## config.mk

```make
export PLATFORM = sky130hd
export DESIGN_NAME = gcd_job_sequencer_flat
export DESIGN_NICKNAME = d
export VERILOG_FILES = /design/src/rtl/gcd_job_sequencer_pkg.sv /design/src/rtl/gcd_job_sequencer_if.sv /design/src/rtl/gcd_job_sequencer_fifo.sv /design/src/rtl/gcd_job_sequencer.sv /design/src/flat_wrapper.sv
export SDC_FILE = /design/constraint.sdc
export NUM_CORES = 1
export LEC_CHECK = 0
export ABC_CLOCK_PERIOD_IN_PS = 3000
export CAP_MARGIN = 20
export CORE_ASPECT_RATIO = 0.7
export CORE_MARGIN = 1.5
export CORE_UTILIZATION = 45
export CTS_BUF_LIST = sky130_fd_sc_hd__clkbuf_2
export DETAILED_ROUTE_END_ITERATION = 16
export PLACE_DENSITY = 0.66
export SKIP_LAST_GASP = 1
export SYNTH_ARGS = -nofsm -noshare
export SYNTH_HDL_FRONTEND = slang
export SYNTH_SLANG_ARGS = --single-unit
export TNS_END_PERCENT = 100
```

## constraint.sdc

```tcl
create_clock -name clk -period 3 [get_ports clk]
set_input_delay 0.6 -clock clk [delete_from_list [all_inputs] [get_ports clk]]
set_output_delay 0.6 -clock clk [all_outputs]
set_load 0.01 [all_outputs]
```

## src/rtl/gcd_job_sequencer_pkg.sv

```systemverilog
// Shared types for the GCD job sequencer: FSM states, default width, operand pair.
package gcd_pkg;

   localparam int GCD_WIDTH = 16;

   typedef enum logic [2:0] {
      IDLE,
      LOAD_A,
      LOAD_B,
      WAIT,
      BYPASS,
      OUT,
      CLEAR
   } gcd_state_t;

   typedef struct packed {
      logic [GCD_WIDTH-1:0] a;
      logic [GCD_WIDTH-1:0] b;
   } gcd_pair_t;

endpackage

```

## src/rtl/gcd_job_sequencer_if.sv

```systemverilog
// Job-side handshakes: operand pairs in, results out.
interface gcd_job_if #(parameter int WIDTH = 16);
   logic             in_valid;
   logic             in_ready;
   logic [WIDTH-1:0] in_a;
   logic [WIDTH-1:0] in_b;
   logic             res_valid;
   logic             res_ready;
   logic [WIDTH-1:0] res_gcd;
   logic             res_err;

   modport master (
      output in_valid, in_a, in_b, res_ready,
      input  in_ready, res_valid, res_gcd, res_err
   );

   modport slave (
      input  in_valid, in_a, in_b, res_ready,
      output in_ready, res_valid, res_gcd, res_err
   );
endinterface

```

## src/rtl/gcd_job_sequencer_fifo.sv

```systemverilog
// First-word-fall-through FIFO of operand pairs; head is valid whenever not empty.
module gcd_job_fifo
   import gcd_pkg::*;
#(
   parameter int  DEPTH  = 4,
   parameter type pair_t = gcd_pair_t
) (
   input  logic                   clk,
   input  logic                   rst_n,
   input  logic                   push,
   input  logic                   pop,
   input  pair_t                  push_data,
   output pair_t                  head,
   output logic [$clog2(DEPTH):0] count,
   output logic                   full,
   output logic                   empty
);
   localparam int AW = $clog2(DEPTH);

   pair_t          mem [DEPTH];
   logic [AW-1:0]  wr_ptr;
   logic [AW-1:0]  rd_ptr;
   logic           push_ok;
   logic           pop_ok;

   assign full    = (count == (AW+1)'(DEPTH));
   assign empty   = (count == '0);
   assign head    = mem[rd_ptr];
   assign push_ok = push && !full;
   assign pop_ok  = pop && !empty;

   // Pointers wrap naturally because DEPTH is a power of two.
   always_ff @(posedge clk) begin
      if (!rst_n) begin
         wr_ptr <= '0;
         rd_ptr <= '0;
         count  <= '0;
      end else begin
         if (push_ok) begin
            mem[wr_ptr] <= push_data;
            wr_ptr      <= wr_ptr + 1'b1;
         end
         if (pop_ok)
            rd_ptr <= rd_ptr + 1'b1;
         if (push_ok && !pop_ok)
            count <= count + 1'b1;
         else if (pop_ok && !push_ok)
            count <= count - 1'b1;
      end
   end
endmodule

```

## src/rtl/gcd_job_sequencer.sv

```systemverilog
// Front end for the subtraction GCD core: queues pairs, feeds the core, returns results.
//
// state  | meaning
// IDLE   | waiting for a pair at the FIFO head
// LOAD_A | core_start high, A on core_data
// LOAD_B | B on core_data
// WAIT   | core running; timeout counter advancing
// BYPASS | a zero operand; result is A|B without the core
// OUT    | result presented until res_ready
// CLEAR  | one-cycle core_clr pulse, FIFO head popped
module gcd_job_sequencer
   import gcd_pkg::*;
#(
   parameter int WIDTH   = GCD_WIDTH,
   parameter int DEPTH   = 4,
   parameter int TIMEOUT = 70000
) (
   input  logic             clk,
   input  logic             rst_n,
   gcd_job_if.slave         job,
   output logic [WIDTH-1:0] core_data,
   output logic             core_start,
   output logic             core_clr,
   input  logic             core_done,
   input  logic [WIDTH-1:0] core_result,
   output logic             busy
);
   localparam int CW = $clog2(TIMEOUT);
   localparam int NW = $clog2(DEPTH) + 1;

   typedef struct packed {
      logic [WIDTH-1:0] a;
      logic [WIDTH-1:0] b;
   } pair_t;

   gcd_state_t       state;
   logic [CW-1:0]    cnt;
   pair_t            head;
   pair_t            push_data;
   logic [NW-1:0]    count;
   logic             full;
   logic             empty;
   logic             push;
   logic             pop;
   logic             clr_q;

   // in_ready looks only at the occupancy, never at a same-cycle pop.
   assign job.in_ready = rst_n && (count != NW'(DEPTH));
   assign push         = job.in_valid && !full;
   assign pop          = (state == CLEAR);
   assign push_data    = '{a: job.in_a, b: job.in_b};

   // The core is also held cleared for as long as reset is asserted.
   assign core_clr = clr_q || !rst_n;

   gcd_job_fifo #(
      .DEPTH  (DEPTH),
      .pair_t (pair_t)
   ) u_fifo (
      .clk       (clk),
      .rst_n     (rst_n),
      .push      (push),
      .pop       (pop),
      .push_data (push_data),
      .head      (head),
      .count     (count),
      .full      (full),
      .empty     (empty)
   );

   // Sequencer FSM with registered outputs; done takes priority over timeout.
   always_ff @(posedge clk) begin
      if (!rst_n) begin
         state         <= IDLE;
         cnt           <= '0;
         job.res_valid <= 1'b0;
         job.res_gcd   <= '0;
         job.res_err   <= 1'b0;
         core_data     <= '0;
         core_start    <= 1'b0;
         clr_q         <= 1'b0;
         busy          <= 1'b0;
      end else begin
         case (state)
            IDLE: begin
               if (!empty) begin
                  busy <= 1'b1;
                  if (head.a == '0 || head.b == '0) begin
                     state <= BYPASS;
                  end else begin
                     state      <= LOAD_A;
                     core_data  <= head.a;
                     core_start <= 1'b1;
                  end
               end
            end
            LOAD_A: begin
               state      <= LOAD_B;
               core_data  <= head.b;
               core_start <= 1'b0;
            end
            LOAD_B: begin
               state <= WAIT;
               cnt   <= '0;
            end
            WAIT: begin
               if (core_done) begin
                  state         <= OUT;
                  job.res_valid <= 1'b1;
                  job.res_gcd   <= core_result;
                  job.res_err   <= 1'b0;
               end else if (cnt == CW'(TIMEOUT - 1)) begin
                  state         <= OUT;
                  job.res_valid <= 1'b1;
                  job.res_gcd   <= '0;
                  job.res_err   <= 1'b1;
               end else begin
                  cnt <= cnt + 1'b1;
               end
            end
            BYPASS: begin
               state         <= OUT;
               job.res_valid <= 1'b1;
               job.res_gcd   <= head.a | head.b;
               job.res_err   <= 1'b0;
            end
            OUT: begin
               if (job.res_ready) begin
                  state         <= CLEAR;
                  job.res_valid <= 1'b0;
                  clr_q         <= 1'b1;
               end
            end
            CLEAR: begin
               state <= IDLE;
               clr_q <= 1'b0;
               busy  <= 1'b0;
            end
            default: state <= IDLE;
         endcase
      end
   end
endmodule
```

## src/flat_wrapper.sv

```systemverilog
// flat-port wrapper written by rule: the top's interface ports become plain ports
module gcd_job_sequencer_flat import gcd_pkg::*;
#(
   parameter int WIDTH   = GCD_WIDTH,
   parameter int DEPTH   = 4,
   parameter int TIMEOUT = 70000
)
  (clk, rst_n, core_data, core_start, core_clr, core_done, core_result, busy, job_in_valid, job_in_a, job_in_b, job_res_ready, job_in_ready, job_res_valid, job_res_gcd, job_res_err);
  gcd_job_if #(.WIDTH(WIDTH)) job_i ();
  input  logic clk;
  input  logic rst_n;
  output logic [WIDTH-1:0] core_data;
  output logic core_start;
  output logic core_clr;
  input  logic core_done;
  input  logic [WIDTH-1:0] core_result;
  output logic busy;
  input wire logic [$bits(job_i.in_valid)-1:0] job_in_valid;
  input wire logic [$bits(job_i.in_a)-1:0] job_in_a;
  input wire logic [$bits(job_i.in_b)-1:0] job_in_b;
  input wire logic [$bits(job_i.res_ready)-1:0] job_res_ready;
  output wire logic [$bits(job_i.in_ready)-1:0] job_in_ready;
  output wire logic [$bits(job_i.res_valid)-1:0] job_res_valid;
  output wire logic [$bits(job_i.res_gcd)-1:0] job_res_gcd;
  output wire logic [$bits(job_i.res_err)-1:0] job_res_err;
  assign job_i.in_valid = job_in_valid;
  assign job_i.in_a = job_in_a;
  assign job_i.in_b = job_in_b;
  assign job_i.res_ready = job_res_ready;
  assign job_in_ready = job_i.in_ready;
  assign job_res_valid = job_i.res_valid;
  assign job_res_gcd = job_i.res_gcd;
  assign job_res_err = job_i.res_err;
  gcd_job_sequencer #(.WIDTH(WIDTH), .DEPTH(DEPTH), .TIMEOUT(TIMEOUT)) u_core (.clk(clk), .rst_n(rst_n), .job(job_i), .core_data(core_data), .core_start(core_start), .core_clr(core_clr), .core_done(core_done), .core_result(core_result), .busy(busy));
endmodule
```

After elaboration in Yosys (flattened, before gate mapping) --
Memory sizes are Yosys's and may differ from the RTL's. A register that Yosys moved wholly into a read port is not among the register bits. Cells that the tools add are included.
Operators by class: add/sub/neg operators 5, equality and inequality tests 15, mux-type cells 35, bitwise operators 1, reduce and logical (&&, ||, !) cells 31
Operator list (number):
- 16-bit two-way mux | 4
- 16-bit case mux with 2 select lines | 2
- 17-bit two-way mux | 2
- 17-bit case mux with 2 select lines | 1
- 16-bit logical NOT | 2
- 3-bit two-way mux | 7
- 3-bit case mux with 6 select lines | 1
- 17-bit by 1-bit adder with 17-bit output (second input constant) | 1
- 17-bit == test (second input constant) | 1
- 16-bit bitwise OR | 1
- 3-bit == test (second input constant) | 4
- 3-bit AND reduction | 4
- 2-bit nonzero test | 6
- 1-bit two-way mux | 11
- 2-bit inequality test (second input constant) | 5
- 1-bit case mux with 2 select lines | 4
- 3-bit by 2-bit == test with 1-bit output (second input constant) | 2
- 1-bit logical AND | 6
- 3-bit logical NOT | 2
- 2-bit AND reduction | 3
- 1-bit logical NOT | 5
- 2-bit by 1-bit adder with 2-bit output (second input constant) | 2
- 2-bit two-way mux | 2
- 3-bit by 1-bit adder with 3-bit output (second input constant) | 1
- other kinds (7) | 8
Word-level totals: flip-flop bits (word level) 64, bits in writable memories 128, bits of input ports 53, output and inout port bits 38, word-level logic and storage cells 100, memories kept 1
Memory list:
- u_core.u_fifo.mem | depth 4, width 32, read ports 1, clocked after memory_dff 1, wr ports 1, line gcd_job_sequencer_fifo.sv:20 | pair_t mem [DEPTH];

Logic depth before layout (Yosys ltp) --
Gate-level depths: netlist (run 1).
word-level depth 8, mapped depth 10, depth with buffers taken out 10

Hierarchy --
A second synthesis (run 1) with hierarchy kept.
Second synthesis, totals: cells, all modules 578, area total of the unflattened synthesis 8266.7 um^2
Modules (own cells, without submodules):
- gcd_job_fifo | times used 1, cells each 215, area each 5147.4 um^2, seq. area each 4023.9 um^2
- gcd_job_sequencer | times used 1, cells each 363, area each 3119.2 um^2, seq. area each 1141.1 um^2

Least setup slack after synthesis (run 1) --
Ideal clock, no wire load.
path type register to register, from register (tool-made name), to register u_core.core_data[0], library setup time 0.115 ns, arrival 2.213 ns, required time 2.885 ns, slack 0.672 ns, cell stages (with the launch flop) 10, buffers on the path 3, period minus slack after synthesis 2.328 ns, cell sequence dfxtp_1 -> buf_2 -> buf_6 -> mux4_2 -> nor4_1 -> nand4_1 -> nand4b_2 -> nand2_2 -> buf_6 -> o21a_1
RTL lines:
- to (signal assigned) | line gcd_job_sequencer.sv:92 | core_data <= head.a;
- to (signal assigned) | line gcd_job_sequencer.sv:99 | core_data <= head.b;
- to (decl) | line gcd_job_sequencer.sv:21 | output logic [WIDTH-1:0] core_data,

Worst setup path after layout (run 1) --
from register u_core.u_fifo.count[0], to output job_in_ready
Between the ends: longest elaborated chain between the ends 2
RTL lines:
- from (decl) | line gcd_job_sequencer_fifo.sv:14 | output logic [$clog2(DEPTH):0] count,
- from (signal assigned) | line gcd_job_sequencer_fifo.sv:46 | count <= count + 1'b1;
- from (signal assigned) | line gcd_job_sequencer_fifo.sv:48 | count <= count - 1'b1;
- 3-bit inequality test | line gcd_job_sequencer.sv:48 | assign job.in_ready = rst_n && (count != NW'(DEPTH));
- 1-bit logical AND | line gcd_job_sequencer.sv:48
- to (decl) | line flat_wrapper.sv:22 | output wire logic [$bits(job_i.in_ready)-1:0] job_in_ready;
No other way between the ends.

==> summary.txt, run 1 <==
Setup path
  • Crit path cell chain: nor2_1, a21oi_1, clkdlybuf4s50_1
  • CP Class: register to primary output
  • R2r endpoint: u_core.core_data[8]
  • FF-to-FF setup slack: 0.25 ns
  • Worst setup SP type: register
  • Max stage delay cell, worst path: clkdlybuf4s50_1
  • CP delay by family, top: buffers and inverters
  • Largest fanout on the critical path: 5
  • Crit path to: job_in_ready
  • CP Capture Type: primary output
  • CP peak stage delay: 0.60 ns
  • Origin of the worst setup path: u_core.u_fifo.count[0]
  • Worst Path Arrival: 2.19 ns
  • CP Buf/Inv Count: 1
  • Worst EP required: between 2 and 2.5 ns
  • WP depth: 3
  • R2R depth: 7

Clocking
  • Clock slew seen by the registers of the worst setup and hold paths: 0.26 ns
  • Clk root buf: clkbuf_2
  • Post-CTS Resized: 0
  • Max clock buf depth: 2
  • Post-CTS setup repair buffer count: 0
  • Clock latency on the worst-skew pair: between 0.7 and 0.8 ns
  • Hold-fix buffers at CTS: 0
  • TritonCTS buffer count: 17
  • CTS Sinks: a little under 200
  • H-tree depth: 4
  • CTS tree: yes

Floorplan
  • I/O pins: 91
  • Initial cell density of the core: 45.77%
  • Die Ht: 113.2 microns
  • Die Wd: ~160 microns
  • Die area: 18170 sq um
  • Core Region: 17070 sq um
  • Placement row count: 40

Pwr
  • Max rail drop VDD: ~0.35 mV
  • Leak: slightly below 0.003 uW
  • Power per cell area: 622.1 nW/um^2

Routing
  • Total wire length: 17550 microns
  • Vias: between 5000 and 6000
  • Post-route DRC: 0
  • DRT Pass-1 Iters: 5
  • Wire per inst: 19.90 microns
  • Drt first-iter violations: 431
  • Via/cell ratio: ~5.8
  • ANT nets after route: 0

Timing
  • RSZ-0062 raised after global routing: false
  • Sum Neg Setup Slack: 0 ns
  • Worst Max-Slew Pin Slew: around 0.65 ns
  • Final hold viol count: 0
  • Slew margin rel.: between 50% and 60%
  • Slew Viols, Final: 0
  • Setup Viol. Count Final: 0
  • Final hold slack: 0.4753 ns
  • Post-route minimum period: 2.787 ns
  • Max Fclk: 358.8 MHz
  • Clock skew: 0.03725 ns
  • Final Cycle Share: between 90% and 100%

Final layout
  • Layout cell share with drive strength beyond 1: 12.75%
  • FILL cells: ~1400
  • Reg area: 5166 sq um
  • ANT cells: 0
  • Final nets: 698
  • Post-route insts no fill: about 880
  • Multi-input logic area: between 2000 and 2500 sq um
  • Most common cell after layout, fill and taps aside: edfxtp_1
  • Most frequent cells in the layout: 128 x edfxtp_1, 90 x clkdlybuf4s50_1, 65 x dfxtp_1
  • Syn-to-layout area delta: 19.35%
  • Final instance area: 9323 sq um

Global routing
  • Grt total ovfl: 0
  • Pin count of the biggest net entering global routing: 33
  • Vias in the first global route: 5061
  • Global-route wire length before repair: approximately 28000 microns
  • GRT Util Overall: 20.43%
  • Initial antenna violation count: 0

Logic synthesis
  • EDFF count, synth: 128
  • Cell area after synthesis: 7811 sq um
  • Syn Inst Count: 546
  • Yosys warns: 0
  • Synth Register Bits: between 150 and 200
  • Mapped Avg Cell Area: 14.31 sq um
  • Post-Syn Nets: slightly above 600
  • Seq/Total Area, Yosys: 66.12%
  • Ys async rst share: 0%
  • Yosys cell types: 47
  • Main flop type after synthesis: edfxtp_1

Placement
  • PortBufs: 90
  • Final HPWL DP: roughly 12000 microns
  • RePlAce Congestion: 0.8133
  • Placed cell count: 850
  • Placed Area: 9054 sq um

Hold path
  • HP Class: primary input to register
  • Hold path depth: 1
  • Hold path start: job_in_b[13]

Outcome
  • Outcome: finished clean

Job
  • Max Cap Viol: 0
[sequential cells by signal, indices dropped and copies added (netlist names), named ones only]
| signal | cells |
|---|---|
| u_core.u_fifo.wr_ptr | 2 |
| u_core.core_data | 16 |
| u_core.u_fifo.count | 3 |
| u_core.state | 3 |
| u_core.busy | 1 |
| u_core.job.res_gcd | 16 |
| u_core.job.res_valid | 1 |
| u_core.cnt | 17 |
| u_core.u_fifo.mem | 128 |
| u_core.job.res_err | 1 |
| u_core.clr_q | 1 |
| u_core.core_start | 1 |
| u_core.u_fifo.rd_ptr | 2 |
[cell type report]
type / count / share of cell area [%]
Inverter: 9 / 0.3624
Sequential cell: 194 / 55.42
Timing Repair Buffer: 104 / 11.73
Tap cell: 231 / 3.100
Multi-Input combinational cell: 312 / 26.51
Clock inverter: 10 / 1.704
Clock buffer: 22 / 1.181
[cell usage after synthesis (10+ instances only)]
cell type	number	share of area [%]
a31oi_1	18	1.4
o21a_1	16	1.5
a211oi_1	19	1.8
dfxtp_1	66	17
a21oi_1	19	1.2
nor2_1	64	3.1
nand2_1	21	1.0
edfxtp_1	128	49
mux4_2	32	9.2
and3_1	10	0.80
clkbuf_1	17	0.82
o221a_1	16	2.3
[worst reg2reg max path: stages (launching register included)]
cell	delay, ns
dfxtp_2	0.39
buf_12	0.26
mux4_2	0.61
nor4_1	0.40
nand4_1	0.19
nand4b_2	0.26
nand2_2	0.27
o21a_1	0.27
[metrics by stage]
stage	power (uW)	setup WS (ns)	util (%)
final	5800	0.2129	54.63
after global routing	6064	0.005904	54.63
after CTS	5845	0.1427	54.63
after detailed placement	4469	0.2747	53.05
after global placement	4424	0.3387	53.05
after floorplan	3883	0.6723	-
[worst min path at each step]
stage | endpoint
after floorplan | u_core.cnt[16]
after global placement | u_core.cnt[16]
after detailed placement | u_core.core_data[14]
after CTS | u_core.u_fifo.mem[2][30]
after global routing | u_core.u_fifo.mem[2][15]
final | u_core.u_fifo.mem[0][13]
[power by group]
group	switching, uW	internal, uW
Combinational	604	553
Clock	827	564
Sequential	167	3080
Total	1600	4200
[per-layer routing]
metal | vias up | track usage [%] | share of wire, %
li1 | 2323 | - | -
met1 | 2533 | 28.79 | 46
met2 | 196 | 30.71 | 44
met3 | 24 | 5.535 | 7.7
met4 | 0 | 7.103 | 2.1
met5 | - | 0 | 0
[cells by family (layout without fill, tap and decap cells)]
kind of cell	Yosys count	in the layout	synth area share, %
compound gates	115	115	10.60
simple gates	145	145	8.922
mux	34	34	9.483
xor+xnor	11	11	1.233
buf+inv	40	145	2.419
flops	194	194	66.12
fa+ha+maj	7	7	1.217
Note: power is estimated with default switching activity, not from simulation.
==> run 2: changes to the inputs <==
--- a/config.mk
+++ b/config.mk
@@ -12,7 +12,8 @@
 export CORE_UTILIZATION = 45
 export CTS_BUF_LIST = sky130_fd_sc_hd__clkbuf_2
 export DETAILED_ROUTE_END_ITERATION = 16
-export PLACE_DENSITY = 0.66
+export DONT_BUFFER_PORTS = 1
+export PLACE_DENSITY = 0.6
 export SKIP_LAST_GASP = 1
 export SYNTH_ARGS = -nofsm -noshare
 export SYNTH_HDL_FRONTEND = slang
==> constraint.sdc (replaced) <==
create_clock -name clk -period 3 [get_ports clk]
set_input_delay 0.6 -clock clk [delete_from_list [all_inputs] [get_ports clk]]
set_output_delay 0.6 -clock clk [all_outputs]
set_load 0.02 [all_outputs]
==> summary.txt, run 2 (same netlist as run 1, synthesis figures left out) <==
Timing
  • Max Fclk: 358.6 MHz (was 358.8 MHz)
  • Setup Viol. Count Final: 0 (unchanged)
  • Slew Viols, Final: 0 (unchanged)
  • RSZ-0062 raised after global routing: false (unchanged)
  • Final Cycle Share: 92.94% (was 92.90%)
  • Final hold slack: 0.09491 ns (was 0.4753 ns)
  • Sum Neg Setup Slack: 0 ns (unchanged)
  • Worst Max-Slew Pin Slew: 0.7318 ns (was 0.6476 ns)
  • Post-route minimum period: 2.788 ns (was 2.787 ns)
  • Slew margin rel.: 50.57% (was 56.64%)
  • Clock skew: 0.06046 ns (was 0.03725 ns)
  • Final hold viol count: 0 (unchanged)

Final layout
  • Most common cell after layout, fill and taps aside: edfxtp_1 (unchanged)
  • Syn-to-layout area delta: 13.20% (was 19.35%)
  • Final nets: 660 (was 698)
  • Most frequent cells in the layout: 128 x edfxtp_1, 65 x dfxtp_1, 64 x nor2_1 (was 128 x edfxtp_1, 90 x clkdlybuf4s50_1, 65 x dfxtp_1)
  • Largest Register: u_core.u_fifo.mem (unchanged)
  • Biggest regs: u_core.u_fifo.mem: 128 flops, u_core.cnt: 17 flops (unchanged)
  • Final core occ: 51.81% (was 54.63%)
  • Layout cell share with drive strength beyond 1: 14.19% (was 12.75%)
  • Number of flip-flops in the largest register: 128 (unchanged)

Setup path
  • Worst setup SP type: register (unchanged)
  • CP Class: register to register (was register to primary output)
  • Largest fanout on the critical path: 16 (was 5)
  • CP Capture Type: register (was primary output)
  • Worst Path Arrival: 3.45 ns (was 2.19 ns)
  • Worst EP required: 3.67 ns (was 2.40 ns)

Floorplan
  • Placement row count: 40 (unchanged)
  • Initial cell density of the core: 45.77% (unchanged)
  • Core Region: 17070 sq um (unchanged)
  • Die area: 18170 sq um (unchanged)
  • I/O pins: 91 (unchanged)
  • Die Ht: 113.2 microns (unchanged)
  • Die Wd: 160.5 microns (unchanged)

Clocking
  • Clock latency on the worst-skew pair: 0.76 ns (was 0.74 ns)
  • Clk root buf: clkbuf_2 (unchanged)
  • TritonCTS buffer count: 17 (unchanged)
  • Max clock buf depth: 2 (unchanged)
  • CTS Sinks: 194 (unchanged)
  • CTS tree: yes (unchanged)
  • H-tree depth: 4 (unchanged)
  • Clock slew seen by the registers of the worst setup and hold paths: 0.27 ns (was 0.26 ns)

Routing
  • Vias: 4977 (was 5076)
  • Drt first-iter violations: 441 (was 431)
  • Wire per inst: 21.68 microns (was 19.90 microns)
  • Post-route DRC: 0 (unchanged)
  • ANT nets after route: 0 (unchanged)
  • Via/cell ratio: 5.890 (was 5.755)
  • DRT Pass-1 Iters: 5 (unchanged)
  • Total wire length: 18320 microns (was 17550 microns)

Placement
  • RePlAce Congestion: 0.8269 (was 0.8133)
  • PortBufs: 0 (was 90)
  • Final HPWL DP: 12300 microns (was 12170 microns)

Global routing
  • GRT Util Overall: 20.84% (was 20.43%)
  • Initial antenna violation count: 2 (was 0)
  • Grt total ovfl: 0 (unchanged)
  • Pin count of the biggest net entering global routing: 35 (was 33)
  • Vias in the first global route: 4754 (was 5061)
  • Global-route wire length before repair: 28130 microns (was 27970 microns)

Pwr
  • Leak: 0.002834 uW (was 0.002971 uW)
  • Power per cell area: 626.7 nW/um^2 (was 622.1 nW/um^2)
  • Total power: 5542 uW (was 5800 uW)
  • Max rail drop VDD: 0.3344 mV (was 0.3458 mV)

Outcome
  • Outcome: finished clean (unchanged)

Job
  • Max Cap Viol: 0 (unchanged)

Hold path
  • HP Class: primary input to register (unchanged)
## run 2: timing repair
item                                    in CTS  in global routing
endpoints found under the setup margin       0                 16
endpoints found under the hold margin      157                  9
hold buffers                                45                  6
gates resized for setup                      0                  1
buffers inserted                             0                  0
## run 2: final timing paths
| kind | from | endpoint | slack [ns] | cells past startpoint |
|---|---|---|---|---|
| max | register | u_core.core_data[1] | 0.21 | 7 |
| min | core_result[6] | u_core.job.res_gcd[6] | 0.09 | 2 |
| max reg2reg | register | u_core.core_data[1] | 0.21 | 7 |
| min reg2reg | u_core.cnt[16] | u_core.cnt[16] | 0.50 | 2 |
## run 2: final cells by class
cell class              instances  area [sq um]
inverters                       9         33.78
flip-flops and latches        194          5166
multi-input cells             312          2477
well taps                     231         289.0
repair buffers                 66         648.1
diodes                          1         2.502
fillers                      1433          8224
clock buffers                  19         95.09
clock inverters                13         130.1
## run 2: stage by stage
| step | std cells | area (sq um) | setup slack (ns) |
|---|---|---|---|
| finish | 845 | 8842 | 0.2118 |
| detailed placement | 761 | 8098 | 0.1102 |
| global placement | 761 | 8098 | 0.1403 |
| CTS | 838 | 8773 | 0.06884 |
| global route | 844 | 8840 | 0.08172 |
| floorplan | 546 | 7811 | 0.5622 |
## run 2: layer usage
layer  part of all wire (%)  vias to the layer above  global-route usage, %
met1                     47                     2519                  30.69
met4                   0.93                        2                  4.860
met3                    7.7                       19                  6.122
met2                     45                      183                  30.51
li1                       -                     2254                      -
met5                  0.038                        -                      0
## run 2: worst max-delay path: stages (launching register included)
cell	delay, ns
dfxtp_2	0.41
buf_4	0.24
mux4_2	0.59
nor4_2	0.43
nand4_1	0.21
nand4b_2	0.28
nand2_2	0.27
o21a_1	0.27
## run 2: power breakdown
| group | internal [uW] | switching (uW) | total, uW |
|---|---|---|---|
| registers | 3090 | 332 | 3420 |
| clock network | 394 | 870 | 1260 |
| logic | 341 | 519 | 860 |
| total | 3820 | 1720 | 5540 |
==> run 3: changes to the inputs <==
--- a/config.mk
+++ b/config.mk
@@ -9,12 +9,13 @@
 export CAP_MARGIN = 20
 export CORE_ASPECT_RATIO = 0.7
 export CORE_MARGIN = 1.5
-export CORE_UTILIZATION = 45
+export CORE_UTILIZATION = 30
 export CTS_BUF_LIST = sky130_fd_sc_hd__clkbuf_2
 export DETAILED_ROUTE_END_ITERATION = 16
 export DONT_BUFFER_PORTS = 1
-export PLACE_DENSITY = 0.6
+export PLACE_DENSITY = 0.44
 export SKIP_LAST_GASP = 1
+export SLEW_MARGIN = 5
 export SYNTH_ARGS = -nofsm -noshare
 export SYNTH_HDL_FRONTEND = slang
 export SYNTH_SLANG_ARGS = --single-unit
==> summary.txt, run 3 (same netlist as run 1, synthesis figures left out) <==
Outcome
  • Outcome: finished clean (unchanged)

Routing
  • Met1 wire length: 9745 microns (was 8535 microns)
  • Post-route DRC: 0 (unchanged)
  • Met3 routed WL: 1452 microns (was 1417 microns)
  • Vias: 4923 (was 4977)
  • Routed met2 length: 8734 microns (was 8191 microns)
  • Top routing layer in use: met5 (unchanged)
  • Wire per inst: 21.18 microns (was 21.68 microns)
  • Drt first-iter violations: 348 (was 441)
  • Total wire length: 20060 microns (was 18320 microns)
  • ANT nets after route: 0 (unchanged)
  • DRT Pass-1 Iters: 5 (unchanged)
  • Via/cell ratio: 5.199 (was 5.890)

Floorplan
  • Die Wd: 195.9 microns (was 160.5 microns)
  • Die area: 27030 sq um (was 18170 sq um)
  • Core Region: 25630 sq um (was 17070 sq um)
  • Placement row count: 49 (was 40)
  • Die Ht: 138.0 microns (was 113.2 microns)
  • I/O pins: 91 (unchanged)
  • Initial cell density of the core: 30.48% (was 45.77%)

Timing
  • Max Fclk: 358.6 MHz (about the same)
  • Slew Viols, Final: 0 (unchanged)
  • Sum Neg Setup Slack: 0 ns (unchanged)
  • Setup Viol. Count Final: 0 (unchanged)
  • Slew margin rel.: 52.33% (was 50.57%)
  • Post-route minimum period: 2.789 ns (was 2.788 ns)
  • Final hold viol count: 0 (unchanged)
  • RSZ-0062 raised after global routing: false (unchanged)
  • Final Cycle Share: 92.96% (was 92.94%)
  • Worst Max-Slew Pin Slew: 0.7058 ns (was 0.7318 ns)
  • Clock skew: 0.06147 ns (was 0.06046 ns)

Clocking
  • H-tree depth: 4 (unchanged)
  • Clock slew seen by the registers of the worst setup and hold paths: 0.27 ns (about the same)
  • Clk root buf: clkbuf_2 (unchanged)
  • CTS tree: yes (unchanged)
  • Clock latency on the worst-skew pair: 0.79 ns (was 0.76 ns)
  • CTS Sinks: 194 (unchanged)
  • Max clock buf depth: 2 (unchanged)
  • TritonCTS buffer count: 17 (unchanged)

Placement
  • RePlAce Congestion: 0.7622 (was 0.8269)
  • Placed cell count: 860 (was 761)
  • PortBufs: 0 (unchanged)
  • Final HPWL DP: 13910 microns (was 12300 microns)

Pwr
  • Total power: 5616 uW (was 5542 uW)
  • Power per cell area: 619.7 nW/um^2 (was 626.7 nW/um^2)
  • Clk pwr share: 24.0% (was 22.8%)
  • Leak: 0.002847 uW (was 0.002834 uW)
  • Gate power share: 14.8% (was 15.5%)
  • Net switching power: 1731 uW (was 1721 uW)
  • Max rail drop VDD: 0.2291 mV (was 0.3344 mV)
  • Reg power frac: 61.2% (was 61.7%)
  • Sw Ratio: 30.83% (was 31.06%)
  • Pint: 3885 uW (was 3821 uW)

Setup path
  • CP Class: register to register (unchanged)
  • CP Capture Type: register (unchanged)
  • Worst Path Arrival: 3.47 ns (was 3.45 ns)
  • R2r endpoint: u_core.core_data[1] (unchanged)
  • Worst setup SP type: register (unchanged)
  • Max stage delay cell, worst path: mux4_2 (unchanged)
  • Crit path cell chain: buf_12, mux4_2, nor4_1, nand4_1, nand4b_2, nand2_2, o21a_1 (was buf_4, mux4_2, nor4_2, nand4_1, nand4b_2, nand2_2, o21a_1)
  • Largest fanout on the critical path: 26 (was 16)
  • CP peak stage delay: 0.64 ns (was 0.59 ns)
  • R2R depth: 7 (unchanged)
  • FF-to-FF setup slack: 0.21 ns (about the same)
  • Worst EP required: 3.68 ns (was 3.67 ns)

Global routing
  • Grt total ovfl: 0 (unchanged)
  • Vias in the first global route: 4709 (was 4754)
  • Pin count of the biggest net entering global routing: 33 (was 35)
  • Initial antenna violation count: 2 (unchanged)
  • Global-route wire length before repair: 29970 microns (was 28130 microns)
  • GRT Util Overall: 15.21% (was 20.84%)

Final layout
  • Multi-input logic area: 2471 sq um (was 2477 sq um)
  • Post-route insts no fill: 947 (was 845)
  • Final nets: 662 (was 660)
  • Biggest regs: u_core.u_fifo.mem: 128 flops, u_core.cnt: 17 flops (unchanged)
  • Largest Register: u_core.u_fifo.mem (unchanged)
  • Layout cell share with drive strength beyond 1: 13.66% (was 14.19%)
  • Final core occ: 35.36% (was 51.81%)
  • Most frequent cells in the layout: 128 x edfxtp_1, 65 x dfxtp_1, 64 x nor2_1 (unchanged)
  • Number of flip-flops in the largest register: 128 (unchanged)
  • FILL cells: 2474 (was 1433)
  • Syn-to-layout area delta: 16.02% (was 13.20%)
  • Most common cell after layout, fill and taps aside: edfxtp_1 (unchanged)
  • Reg area: 5166 sq um (unchanged)

Hold path
  • Worst Hold Endpoint: u_core.state[0] (was u_core.job.res_gcd[6])
  • HP Class: primary input to register (unchanged)
  • Hold path depth: 4 (was 2)
  • Hold path start: job_res_ready (was core_result[6])

Job
  • Max Cap Viol: 0 (unchanged)
[run 3: cell count changes in the layout (fill, tap and decap cells not counted), moves of 2 or more]
cell	previous run	this run
clkinv_4	0	2
inv_6	4	2
buf_4	13	8
buf_12	2	6
dlygate4sd3_1	51	54
inv_4	2	0
clkinvlp_4	0	2
inv_2	4	2
[run 3: stage by stage]
stage	hold WS [ns]	area (sq um)	setup WS, ns
2_1_floorplan	0.4382	7811	0.5622
3_3_place_gp	0.4621	8265	0.2571
3_5_place_dp	0.4634	8265	0.1933
4_1_cts	0.04083	9060	0.1775
5_1_grt	0.04385	9062	0.007456
6_report	0.1306	9062	0.2113
[run 3: how the worst max path moves through the flow]
stage	startpoint	to	slack (ns)	depth (start not counted)
CTS	register	u_core.core_data[10]	0.18	7
detailed placement	register	u_core.core_data[5]	0.19	7
global route	register	u_core.core_data[14]	0.007	7
global placement	register	u_core.core_data[13]	0.26	7
finish	register	u_core.core_data[1]	0.21	7
floorplan	rst_n	u_core.u_fifo.mem[0][0]	0.56	3
[run 3: final cells by class]
| type | instances | area share [%] |
|---|---|---|
| Clock buffer | 18 | 0.9941 |
| Sequential cell | 194 | 57.01 |
| Inverter | 9 | 0.3728 |
| Clock inverter | 14 | 1.809 |
| Antenna cell | 1 | 0.02761 |
| Multi-Input combinational cell | 312 | 27.27 |
| Timing Repair Buffer | 68 | 7.953 |
| Tap cell | 331 | 4.570 |
[run 3: critical path: cells and delay by family, from the launching register on]
kind	cells	cell delay [ns]
flops	1	0.41
simple gates	4	1.14
buf+inv	1	0.24
mux	1	0.64
compound gates	1	0.26
[run 3: per-layer routing]
metal / global-route usage, % / up-vias
li1: - / 2256
met4: 3.644 / 2
met5: 0 / -
met3: 4.440 / 10
met2: 22.44 / 162
met1: 22.01 / 2493
[run 3: what timing repair did]
item	CTS	global route
endpoints found under the hold margin	165	0
buffers inserted	0	0
gates resized for setup	0	0
hold buffers	54	0
[run 3: power by group through the flow]
| stage | logic [uW] | clock network [uW] | registers (uW) |
|---|---|---|---|
| 2_1_floorplan | 585 | 0 | 3400 |
| 3_3_place_gp | 738 | 0 | 3500 |
| 4_1_cts | 839 | 1400 | 3450 |
| 3_5_place_dp | 752 | 0 | 3510 |
| 5_1_grt | 916 | 1500 | 3460 |
| 6_report | 833 | 1350 | 3440 |
